`config.mk`:
```
export PLATFORM = sky130hd
export DESIGN_NAME = fetch_queue
export DESIGN_NICKNAME = d
export VERILOG_FILES = /design/src/rtl/fetch_queue.sv
export SDC_FILE = /design/constraint.sdc
export NUM_CORES = 1
export LEC_CHECK = 0
export CAP_MARGIN = 10
export CORE_MARGIN = 2
export CORE_UTILIZATION = 48
export CTS_CLUSTER_DIAMETER = 200
export DETAILED_ROUTE_END_ITERATION = 6
export PLACE_DENSITY = 0.71
export SLEW_MARGIN = 0
export SYNTH_ARGS = -nofsm -noshare
export SYNTH_HDL_FRONTEND = slang
export SYNTH_SLANG_ARGS = --single-unit
```
`constraint.sdc`:
```
create_clock -name clk -period 5.68 [get_ports clk]
set_input_delay 0.568 -clock clk [delete_from_list [all_inputs] [get_ports clk]]
set_output_delay 0.568 -clock clk [all_outputs]
set_load 0.03 [all_outputs]
```
`src/rtl/fetch_queue.sv`:
```
// Instruction fetch front end: a PC register issues one memory request at a time and
// queues the returned words with their PC in a DEPTH-entry FIFO for decode.
module fetch_queue #(
  parameter int             N        = 64,
  parameter int             DEPTH    = 4,
  parameter int             INC      = 4,
  parameter logic [N-1:0]   RESET_PC = '0
) (
  input  logic                         clk,
  input  logic                         reset,
  input  logic                         PCSrc_F,
  input  logic [N-1:0]                 PCBranch_F,
  output logic                         imem_req,
  output logic [N-1:0]                 imem_addr_F,
  input  logic                         imem_ready,
  input  logic                         imem_rvalid,
  input  logic [31:0]                  imem_rdata,
  output logic                         out_valid,
  output logic [31:0]                  out_instr,
  output logic [N-1:0]                 out_pc,
  input  logic                         out_ready,
  output logic [$clog2(DEPTH+1)-1:0]   count
);

  localparam int CW = $clog2(DEPTH+1);
  localparam int PW = $clog2(DEPTH);

  typedef enum logic [1:0] {IDLE, WAIT, DROP} state_t;

  state_t          state, state_nxt;
  logic [N-1:0]    pc;
  logic [N-1:0]    req_pc;
  logic [PW-1:0]   rd_ptr, wr_ptr;
  logic [31:0]     q_instr [DEPTH];
  logic [N-1:0]    q_pc    [DEPTH];

  logic accept, push, pop;

  // A request is only issued when a queue slot is guaranteed for its response.
  assign imem_req    = (state == IDLE) && (count < CW'(DEPTH)) && !reset;
  assign imem_addr_F = pc;
  assign accept      = imem_req && imem_ready;
  assign push        = (state == WAIT) && imem_rvalid && !PCSrc_F;
  assign out_valid   = (count != '0);
  assign pop         = out_valid && out_ready;
  assign out_instr   = out_valid ? q_instr[rd_ptr] : 32'h0;
  assign out_pc      = out_valid ? q_pc[rd_ptr]    : '0;

  always_comb begin
    state_nxt = state;
    if (PCSrc_F) begin
      // Anything still in flight after the redirect cycle belongs to the old path.
      if (((state == WAIT) && !imem_rvalid) ||
          ((state == DROP) && !imem_rvalid) ||
          ((state == IDLE) && accept))
        state_nxt = DROP;
      else
        state_nxt = IDLE;
    end else begin
      case (state)
        IDLE:    if (accept)      state_nxt = WAIT;
        WAIT:    if (imem_rvalid) state_nxt = IDLE;
        DROP:    if (imem_rvalid) state_nxt = IDLE;
        default: state_nxt = IDLE;
      endcase
    end
  end

  always_ff @(posedge clk) begin
    if (reset) begin
      state  <= IDLE;
      pc     <= RESET_PC;
      req_pc <= '0;
      count  <= '0;
      rd_ptr <= '0;
      wr_ptr <= '0;
    end else begin
      state <= state_nxt;
      if (PCSrc_F) begin
        pc <= PCBranch_F;
      end else if (accept) begin
        pc     <= pc + N'(INC);
        req_pc <= pc;
      end

      if (PCSrc_F) begin
        count  <= '0;
        rd_ptr <= '0;
        wr_ptr <= '0;
      end else begin
        if (push) begin
          q_instr[wr_ptr] <= imem_rdata;
          q_pc[wr_ptr]    <= req_pc;
          wr_ptr          <= wr_ptr + PW'(1);
        end
        if (pop)
          rd_ptr <= rd_ptr + PW'(1);
        case ({push, pop})
          2'b10:   count <= count + CW'(1);
          2'b01:   count <= count - CW'(1);
          default: count <= count;
        endcase
      end
    end
  end

endmodule

```
==> results.py, run 1 <==
metrics = {
    "worst_setup_path": {
        "timing.critical_path.from_type": "register",
        "worst-endpoint-required_ns": 5.11,
        "critical_path.endpoint_type": "primary output",
        "reg2reg_depth": 7,
        "data_arrival_critical_path_ns": 3.38,
        "worstReg2RegStart": "state[0]",
        "criticalPathCategory": "register to primary output",
        "critical_path_fanout_max": 38,
        "worst-r2r-setup-slack_ns": 2.57,
        "critical_path.reg2reg.endpoint": "imem_addr_F[47]",
    },
    "grt": {
        "grt_overflow_total": 0,
        "antenna_found_initial": 3,
        "first_pass_grt_wire_length_microns": 82700,
        "first_global_vias": 13700,
        "grtUsageTotal": 0.236,
        "largest_net_degree_at_the_start_of_global_routing": 99,
    },
    "layout": {
        "total_number_of_nets_in_the_final_design": 1853,
        "ratio_of_cells_with_drive_above_1_in_the_final_layout": 0.123,
        "flow.area_growth_from_synthesis_pct": 23.4,
        "layout.core_utilization": 0.597,
        "final_cell_area_sq_um": 26300,
    },
    "clock_network": {
        "clk-insertion-delay-late_ns": 0.59,
        "h-tree-depth": 2,
        "cts_made_buffers": 53,
        "clock_path_buffers": 3,
        "clk_pin_slew_worst_paths_ns": 0.06,
        "clock_sinks": 523,
        "clock-root-buffer": "clkbuf_16",
        "tritoncts": "yes",
        "cts_resized": 0,
        "postCtsSetupRepairBufs": 0,
        "cts_hold_buffers": 0,
    },
    "logic_synthesis": {
        "synth_cell_types": 59,
        "synth.most_common_cell": "edfxtp_1",
        "synth_edf_count": 384,
        "ys_seq_elements": 523,
        "synth.largest_area_cell": "edfxtp_1",
        "yosys.area.top_type_share": 0.541,
        "postSynth.topFlopCell": "edfxtp_1",
        "synthesis.yosys.warnings": 0,
        "proportion_of_register_bits_with_asynchronous_set_or_reset_after_synthesis": 0,
        "post_synth_net_total": 1608,
        "syn-instance-count": 1496,
        "syn_area_per_cell_sq_um": 14.2,
        "netlist_area_sq_um": 21300,
        "ys_seq_area_frac": 0.672,
        "synth.top_cells.by_area": "edfxtp_1, dfxtp_1, mux4_2",
        "netlist_top_cells_count": "edfxtp_1, nand2_1, dfxtp_1, and2_1, mux4_2",
    },
    "sta": {
        "achievable-frequency_mhz": 253,
        "fin_crit_ns": 3.95,
        "tns_setup_ns": 0,
        "slew_headroom": 0.302,
        "timing.hold.ws_ns": 0.483,
        "report.final.setup_viol": 0,
        "timing.final.crit_share": 0.695,
        "grt_setup_unrepaired": "no",
        "timing_worst_slew_pin_value_ns": 1.05,
        "finalMaxSlewViolations": 0,
        "finalClockSkew_ns": 0.0209,
        "report.final.hold_viol_count": 0,
    },
    "floorplanning": {
        "dieHeight_microns": 215,
        "die_area_sq_um": 46100,
        "top_level_ports": 267,
        "core-area_sq_um": 44000,
        "initial_core_util": 0.484,
        "placementRows": 77,
        "die_x_microns": 215,
    },
    "power_and_ir_drop": {
        "leakage_nw": 8.41,
        "vdd.ir_drop.worst_mv": 0.179,
        "power.density_cell_area_nw_per_um2": 306,
    },
    "routing": {
        "drt_iter0_markers": 1480,
        "first_pass_iters": 5,
        "mean_number_of_vias_per_cell": 5.82,
        "wirelength_microns": 54800,
        "detail_route.wl_per_cell_microns": 23.0,
        "drt.antenna.violating_nets": 0,
        "post_route_drc": 0,
        "route.vias.total": 13900,
    },
    "placement": {
        "place_area_sq_um": 24500,
        "dp.final_hpwl_microns": 35300,
        "io_buffer_count": 266,
        "gp_congestion": 0.904,
    },
    "hold_path": {
        "hold_path_class": "register to register",
        "hp-start": "imem_addr_F[1]",
        "hold_path_depth": 2,
        "min_to": "req_pc[1]",
    },
    "job": {
        "drv_cap": 0,
    },
    "run_status": {
        "status": "finished, final reports clean",
    },
}
stage by stage:
step	instances	setup WS, ns	total power [mW]
3_3_place_gp	2278	2.27	4.65
3_5_place_dp	2278	2.26	4.66
6_report	2380	1.73	8.06
4_1_cts	2378	1.61	8.12
2_1_floorplan	1496	1.77	4.43
5_1_grt	2379	1.47	8.30
kinds of logic after synthesis:
family	synth area share
muxes	0.107
DFF	0.672
and+or+nand+nor	0.133
AOI/OAI and AO/OA	0.0489
buffers and inverters	0.0203
xor gates and xnor gates	0.0119
adders and majority gates	0.00623
layout by cell type (no fill, tap or decap), types with 11 or more instances in the layout:
cell / instances
nor3_1: 20
or3_1: 11
a21oi_1: 89
and4_1: 14
mux4_2: 96
dfxtp_1: 137
buf_4: 21
nor2_1: 70
nand3_1: 31
clkbuf_1: 19
clkbuf_16: 56
inv_1: 16
and2_1: 105
nor4_1: 22
nand4_1: 32
xnor2_1: 25
clkdlybuf4s50_1: 264
edfxtp_1: 384
a211oi_1: 18
nand2_1: 184
a311oi_1: 15
power breakdown:
group | switching (mW) | leakage [nW] | internal (mW)
Sequential | 0.0856 | 4.75 | 4.11
Combinational | 0.220 | 2.80 | 0.168
Clock | 1.41 | 0.860 | 2.06
Total | 1.71 | 8.41 | 6.34
critical path, stage by stage (launching register included):
cell	delay, ns
dfxtp_4	0.93
buf_4	0.50
mux4_2	0.58
and2_1	0.18
clkdlybuf4s50_1	0.59
final cells by class:
cell class	count	area (sq um)
multi-input combinational	860	6590
sequential	523	14300
antenna	2	5.00
clock inverter	16	165
tap	592	741
clock buffer	84	1600
inverter	17	63.8
timing repair buffer	286	2810
fill	3466	17700
metal layers:
layer  vias to the layer above  track usage  part of all wire
met5                         -            0           0.00015
met1                      6933        0.323              0.41
met4                         2       0.0741             0.026
met3                        90       0.0545             0.084
met2                       641        0.377              0.48
li1                       6196            -                 -
worst max path at each step:
stage | from | endpoint | slack [ns] | depth (start not counted)
after floorplan | PCSrc_F | q_instr[0][0] | 1.77 | 4
after global placement | register | out_pc[9] | 2.27 | 4
after detailed placement | register | out_pc[9] | 2.26 | 4
after CTS | register | out_pc[9] | 1.61 | 4
after global routing | register | out_pc[9] | 1.47 | 4
final | register | out_pc[9] | 1.73 | 4
flip-flops by register name, indices dropped and copies added (netlist names), named ones only:
signal,count
req_pc,64
rd_ptr,2
q_pc,256
count,3
q_instr,128
state,2
imem_addr_F,64
wr_ptr,2
(Power assumes the default switching activity.)
==> inputs of run 2 (changes only) <==
--- a/config.mk
+++ b/config.mk
@@ -10,7 +10,7 @@
 export CORE_UTILIZATION = 48
 export CTS_CLUSTER_DIAMETER = 200
 export DETAILED_ROUTE_END_ITERATION = 6
-export PLACE_DENSITY = 0.71
+export PLACE_DENSITY = 0.73
 export SLEW_MARGIN = 0
 export SYNTH_ARGS = -nofsm -noshare
 export SYNTH_HDL_FRONTEND = slang
==> constraint.sdc (replaced) <==
create_clock -name clk -period 3.27 [get_ports clk]
set_input_delay 0.327 -clock clk [delete_from_list [all_inputs] [get_ports clk]]
set_output_delay 0.327 -clock clk [all_outputs]
set_load 0.03 [all_outputs]
==> results.py, run 2 (synthesized netlist as in run 1, its figures left out) <==
metrics = {
    "placement": {
        "place_worst_setup_slack_ns": 0.581,
        "dp.final_hpwl_microns": 36000,
        "gp_congestion": 0.895,
        "place_area_sq_um": 24900,
        "io_buffer_count": 266,
        "place.detailed.instances": 2306,
    },
    "sta": {
        "finalClockSkew_ns": 0.0237,
        "grt_setup_unrepaired": "no",
        "report.final.setup_viol": 0,
        "tns_setup_ns": 0,
        "achievable-frequency_mhz": 319,
        "fin_crit_ns": 3.13,
        "timing.final.crit_share": 0.958,
        "final_critical_path_setup_slack_ns": 0.136,
        "slew_headroom": 0.513,
        "timing.hold.ws_ns": 0.164,
        "report.final.hold_viol_count": 0,
        "timing_worst_slew_pin_value_ns": 0.729,
        "finalMaxSlewViolations": 0,
    },
    "routing": {
        "drt.antenna.violating_nets": 0,
        "route.vias.total": 13800,
        "first_pass_iters": 5,
        "drt_iter0_markers": 1208,
        "met2_wirelength_microns": 25900,
        "detail_route.wl_per_cell_microns": 22.9,
        "routed-wl-met3_microns": 4700,
        "top_layer": "met4",
        "post_route_drc": 0,
        "wirelength_microns": 55200,
        "detail_route.wirelength.met1_microns": 23100,
        "mean_number_of_vias_per_cell": 5.75,
    },
    "floorplanning": {
        "die_x_microns": 215,
        "top_level_ports": 267,
        "placementRows": 77,
        "initial_core_util": 0.484,
        "dieHeight_microns": 215,
        "die_area_sq_um": 46100,
        "core-area_sq_um": 44000,
    },
    "grt": {
        "first_pass_grt_wire_length_microns": 82600,
        "antenna_found_initial": 3,
        "grtUsageTotal": 0.237,
        "grt_overflow_total": 0,
        "first_global_vias": 13500,
        "largest_net_degree_at_the_start_of_global_routing": 64,
    },
    "power_and_ir_drop": {
        "leakage_nw": 8.58,
        "vdd.ir_drop.worst_mv": 0.315,
        "p_sw_mw": 3.06,
        "net_switching_fraction_of_the_power": 0.219,
        "combinationalPowerShare": 0.052,
        "intPower_mw": 10.9,
        "design_power_total_mw": 13.9,
        "power.density_cell_area_nw_per_um2": 523,
        "clockPowerShare": 0.426,
        "seqPwrFrac": 0.521,
    },
    "clock_network": {
        "clock-root-buffer": "clkbuf_16",
        "tritoncts": "yes",
        "h-tree-depth": 2,
        "postCtsSetupRepairBufs": 0,
        "cts_hold_buffers": 0,
        "clock_path_buffers": 3,
        "cts_resized": 0,
        "clk_pin_slew_worst_paths_ns": 0.07,
        "clk-insertion-delay-late_ns": 0.60,
        "cts_made_buffers": 51,
        "clock_sinks": 523,
    },
    "layout": {
        "fillCellCount": 3343,
        "most_common_library_cell_in_the_layout_ignoring_fill_and_taps": "edfxtp_1",
        "flow.area_growth_from_synthesis_pct": 25.2,
        "largest_reg_flops": 256,
        "layoutNonFillerInstCount": 2406,
        "ratio_of_cells_with_drive_above_1_in_the_final_layout": 0.139,
        "seq_area_sq_um": 14300,
        "multi_input_gate_area_in_the_final_layout_sq_um": 6590,
        "total_number_of_nets_in_the_final_design": 1879,
        "final_cell_area_sq_um": 26700,
        "top_register": "q_pc",
        "layout_common_cells": "edfxtp_1, clkdlybuf4s50_1, nand2_1",
        "layout.core_utilization": 0.605,
        "biggestRegsByFlops": "q_pc x256, q_instr x128",
    },
    "worst_setup_path": {
        "critical_path_fanout_max": 62,
        "data_arrival_critical_path_ns": 2.81,
        "critical_path.endpoint_type": "primary output",
        "criticalPathCategory": "register to primary output",
        "worst-endpoint-required_ns": 2.94,
        "timing.critical_path.from_type": "register",
    },
    "job": {
        "drv_cap": 0,
    },
    "run_status": {
        "status": "finished, final reports clean",
    },
    "hold_path": {
        "hold_path_class": "input port to register",
    },
}
[run 2: changes by cell type in the layout (fill, tap and decap cells not counted), sizes merged]
cell / change
clkinvlp: +2
bufinv: +2
clkbuf: -25
buf: +28
clkinv: +18
inv: -1
diode: +2
[run 2: power by group through the flow]
stage / clock network [mW] / logic, mW / registers (mW)
3_5_place_dp: 0 / 0.722 / 7.40
4_1_cts: 6.04 / 0.727 / 7.26
6_report: 5.94 / 0.728 / 7.26
2_1_floorplan: 0 / 0.234 / 7.47
5_1_grt: 6.28 / 0.772 / 7.27
3_3_place_gp: 0 / 0.713 / 7.40
[run 2: path summary, 6_finish.rpt]
check,from,end,slack (ns),cells after the start
min reg2reg,imem_addr_F[0],req_pc[0],0.48,2
min,PCSrc_F,imem_addr_F[8],0.16,3
max reg2reg,imem_addr_F[2],imem_addr_F[62],0.56,5
max,register,out_pc[35],0.14,4
[run 2: worst max-delay path: stages (launching register included)]
cell	delay, ns
dfxtp_4	0.38
buf_16	0.38
mux4_2	0.57
and2_1	0.19
clkdlybuf4s50_1	0.59
[run 2: final cells by class]
class | instances | share of cell area
Timing Repair Buffer | 314 | 0.120
Antenna cell | 4 | 0.000375
Multi-Input combinational cell | 860 | 0.247
Clock buffer | 59 | 0.0517
Sequential cell | 523 | 0.537
Inverter | 17 | 0.00239
Clock inverter | 37 | 0.0128
Tap cell | 592 | 0.0278
[run 2: per-layer routing]
metal / GRT usage / up-vias
met5: 0 / -
met4: 0.0773 / 0
met3: 0.0533 / 84
met2: 0.374 / 582
met1: 0.329 / 6913
li1: - / 6257
==> inputs of run 3 (changes only) <==
--- a/config.mk
+++ b/config.mk
@@ -11,6 +11,7 @@
 export CTS_CLUSTER_DIAMETER = 200
 export DETAILED_ROUTE_END_ITERATION = 6
 export PLACE_DENSITY = 0.73
+export RECOVER_POWER = 50
 export SLEW_MARGIN = 0
 export SYNTH_ARGS = -nofsm -noshare
 export SYNTH_HDL_FRONTEND = slang
==> results.py, run 3 (synthesized netlist as in run 1, its figures left out) <==
metrics = {
    "floorplanning": {
        "initial_core_util": 0.484,
        "die_x_microns": 215,
        "die_area_sq_um": 46100,
        "top_level_ports": 267,
        "placementRows": 77,
        "core-area_sq_um": 44000,
        "dieHeight_microns": 215,
    },
    "grt": {
        "first_pass_grt_wire_length_microns": 82600,
        "largest_net_degree_at_the_start_of_global_routing": 64,
        "first_global_vias": 13500,
        "antenna_found_initial": 3,
        "grtUsageTotal": 0.237,
        "grt_overflow_total": 0,
    },
    "layout": {
        "most_common_library_cell_in_the_layout_ignoring_fill_and_taps": "edfxtp_1",
        "fillCellCount": 3354,
        "largest_reg_flops": 256,
        "flow.area_growth_from_synthesis_pct": 24.9,
        "final_cell_area_sq_um": 26600,
        "biggestRegsByFlops": "q_pc x256, q_instr x128",
        "total_number_of_nets_in_the_final_design": 1879,
        "layout_common_cells": "edfxtp_1, clkdlybuf4s50_1, nand2_1",
        "ratio_of_cells_with_drive_above_1_in_the_final_layout": 0.138,
        "top_register": "q_pc",
    },
    "sta": {
        "timing_worst_slew_pin_value_ns": 1.31,
        "report.final.hold_viol_count": 0,
        "finalMaxSlewViolations": 0,
        "report.final.setup_viol": 0,
        "finalClockSkew_ns": 0.0265,
        "tns_setup_ns": 0,
        "grt_setup_unrepaired": "no",
        "achievable-frequency_mhz": 320,
        "slew_headroom": 0.125,
        "fin_crit_ns": 3.12,
        "timing.final.crit_share": 0.956,
    },
    "job": {
        "drv_cap": 0,
    },
    "run_status": {
        "status": "finished, final reports clean",
    },
    "worst_setup_path": {
        "critical_path.endpoint_type": "primary output",
        "timing.critical_path.from_type": "register",
        "critical_path_fanout_max": 62,
        "cp_top_family": "buffers and inverters",
        "worst-endpoint-required_ns": 2.94,
        "critical_path.cell_chain": "buf_16 -> mux4_2 -> and2_1 -> clkdlybuf4s50_1",
        "critical-path-max-stage-delay_ns": 0.60,
        "critical_path_s_slowest_cell": "clkdlybuf4s50_1",
        "criticalPathCategory": "register to primary output",
        "timing.critical_path.buf_inv": 2,
        "data_arrival_critical_path_ns": 2.80,
    },
    "placement": {
        "place_area_sq_um": 24900,
        "io_buffer_count": 266,
        "gp_congestion": 0.895,
        "dp.final_hpwl_microns": 36000,
    },
    "power_and_ir_drop": {
        "vdd.ir_drop.worst_mv": 0.316,
        "power.density_cell_area_nw_per_um2": 523,
        "leakage_nw": 8.58,
    },
    "clock_network": {
        "tritoncts": "yes",
        "cts_made_buffers": 51,
        "clock-root-buffer": "clkbuf_16",
        "clock_path_buffers": 3,
        "clock_sinks": 523,
        "h-tree-depth": 2,
        "clk-insertion-delay-late_ns": 0.60,
        "clk_pin_slew_worst_paths_ns": 0.07,
        "postCtsSetupRepairBufs": 0,
    },
    "routing": {
        "drt_iter0_markers": 1302,
        "mean_number_of_vias_per_cell": 5.75,
        "first_pass_iters": 5,
        "route.vias.total": 13800,
        "wirelength_microns": 55000,
        "drt.antenna.violating_nets": 0,
        "detail_route.wl_per_cell_microns": 22.9,
        "post_route_drc": 0,
    },
    "hold_path": {
        "hold_path_class": "input port to register",
    },
}
==> run 3: stage by stage <==
| step | hold slack [ns] | utilization | setup slack, ns | instances | power [mW] |
|---|---|---|---|---|---|
| 2_1_floorplan | 0.426 | - | 0.690 | 1496 | 7.70 |
| 3_3_place_gp | 0.468 | 0.566 | 0.609 | 2306 | 8.11 |
| 3_5_place_dp | 0.467 | 0.566 | 0.581 | 2306 | 8.13 |
| 4_1_cts | 0.132 | 0.605 | 0.0598 | 2402 | 14.0 |
| 5_1_grt | 0.168 | 0.604 | 0.00162 | 2402 | 14.3 |
| 6_report | 0.163 | 0.604 | 0.145 | 2406 | 13.9 |
==> run 3: worst register-to-register path: stages, from the launching register on <==
cell	delay, ns
dfxtp_1	0.32
inv_1	0.10
ha_1	0.18
and2_0	0.33
and3_1	1.11
clkbuf_4	0.67
==> run 3: per-layer routing <==
metal / vias up / track usage / routed length (microns)
li1: 6261 / - / -
met1: 6881 / 0.329 / 22700
met2: 621 / 0.374 / 25900
met3: 83 / 0.0533 / 5040
met4: 0 / 0.0773 / 1380
met5: - / 0 / 0
==> run 3: worst paths after layout <==
| path | from | to | slack, ns | depth (start not counted) |
|---|---|---|---|---|
| worst max-delay path | register | out_pc[42] | 0.15 | 4 |
| worst min-delay path | PCSrc_F | imem_addr_F[8] | 0.16 | 3 |
| worst max register to register | state[1] | q_instr[2][21] | 0.17 | 5 |
| worst min register to register | imem_addr_F[0] | req_pc[0] | 0.48 | 2 |
==> run 3: repair_timing <==
| item | 4_1_cts | 5_1_grt |
|---|---|---|
| endpoints found under the setup margin | 0 | 5 |
| resized for setup | 0 | 1 |
| hold endpoints to repair | 0 | 0 |
| hold buffers | 0 | 0 |
==> run 3: final cells by class <==
class	instances	area, sq um	area share
inverters	17	63.8	0.00240
clock inverters	37	340	0.0128
multi-input cells	860	6580	0.247
diodes	4	10.0	0.000376
clock buffers	59	1380	0.0518
flip-flops and latches	523	14300	0.538
well taps	592	741	0.0278
repair buffers	314	3170	0.119
==> run 3: power by group <==
group          leakage [nW]  switching [mW]  total, mW  internal, mW
Sequential             4.75           0.125       7.27          7.14
Clock                 0.839            2.52       5.94          3.43
Combinational          2.99           0.416      0.717         0.301
Total                  8.58            3.06       13.9          10.9
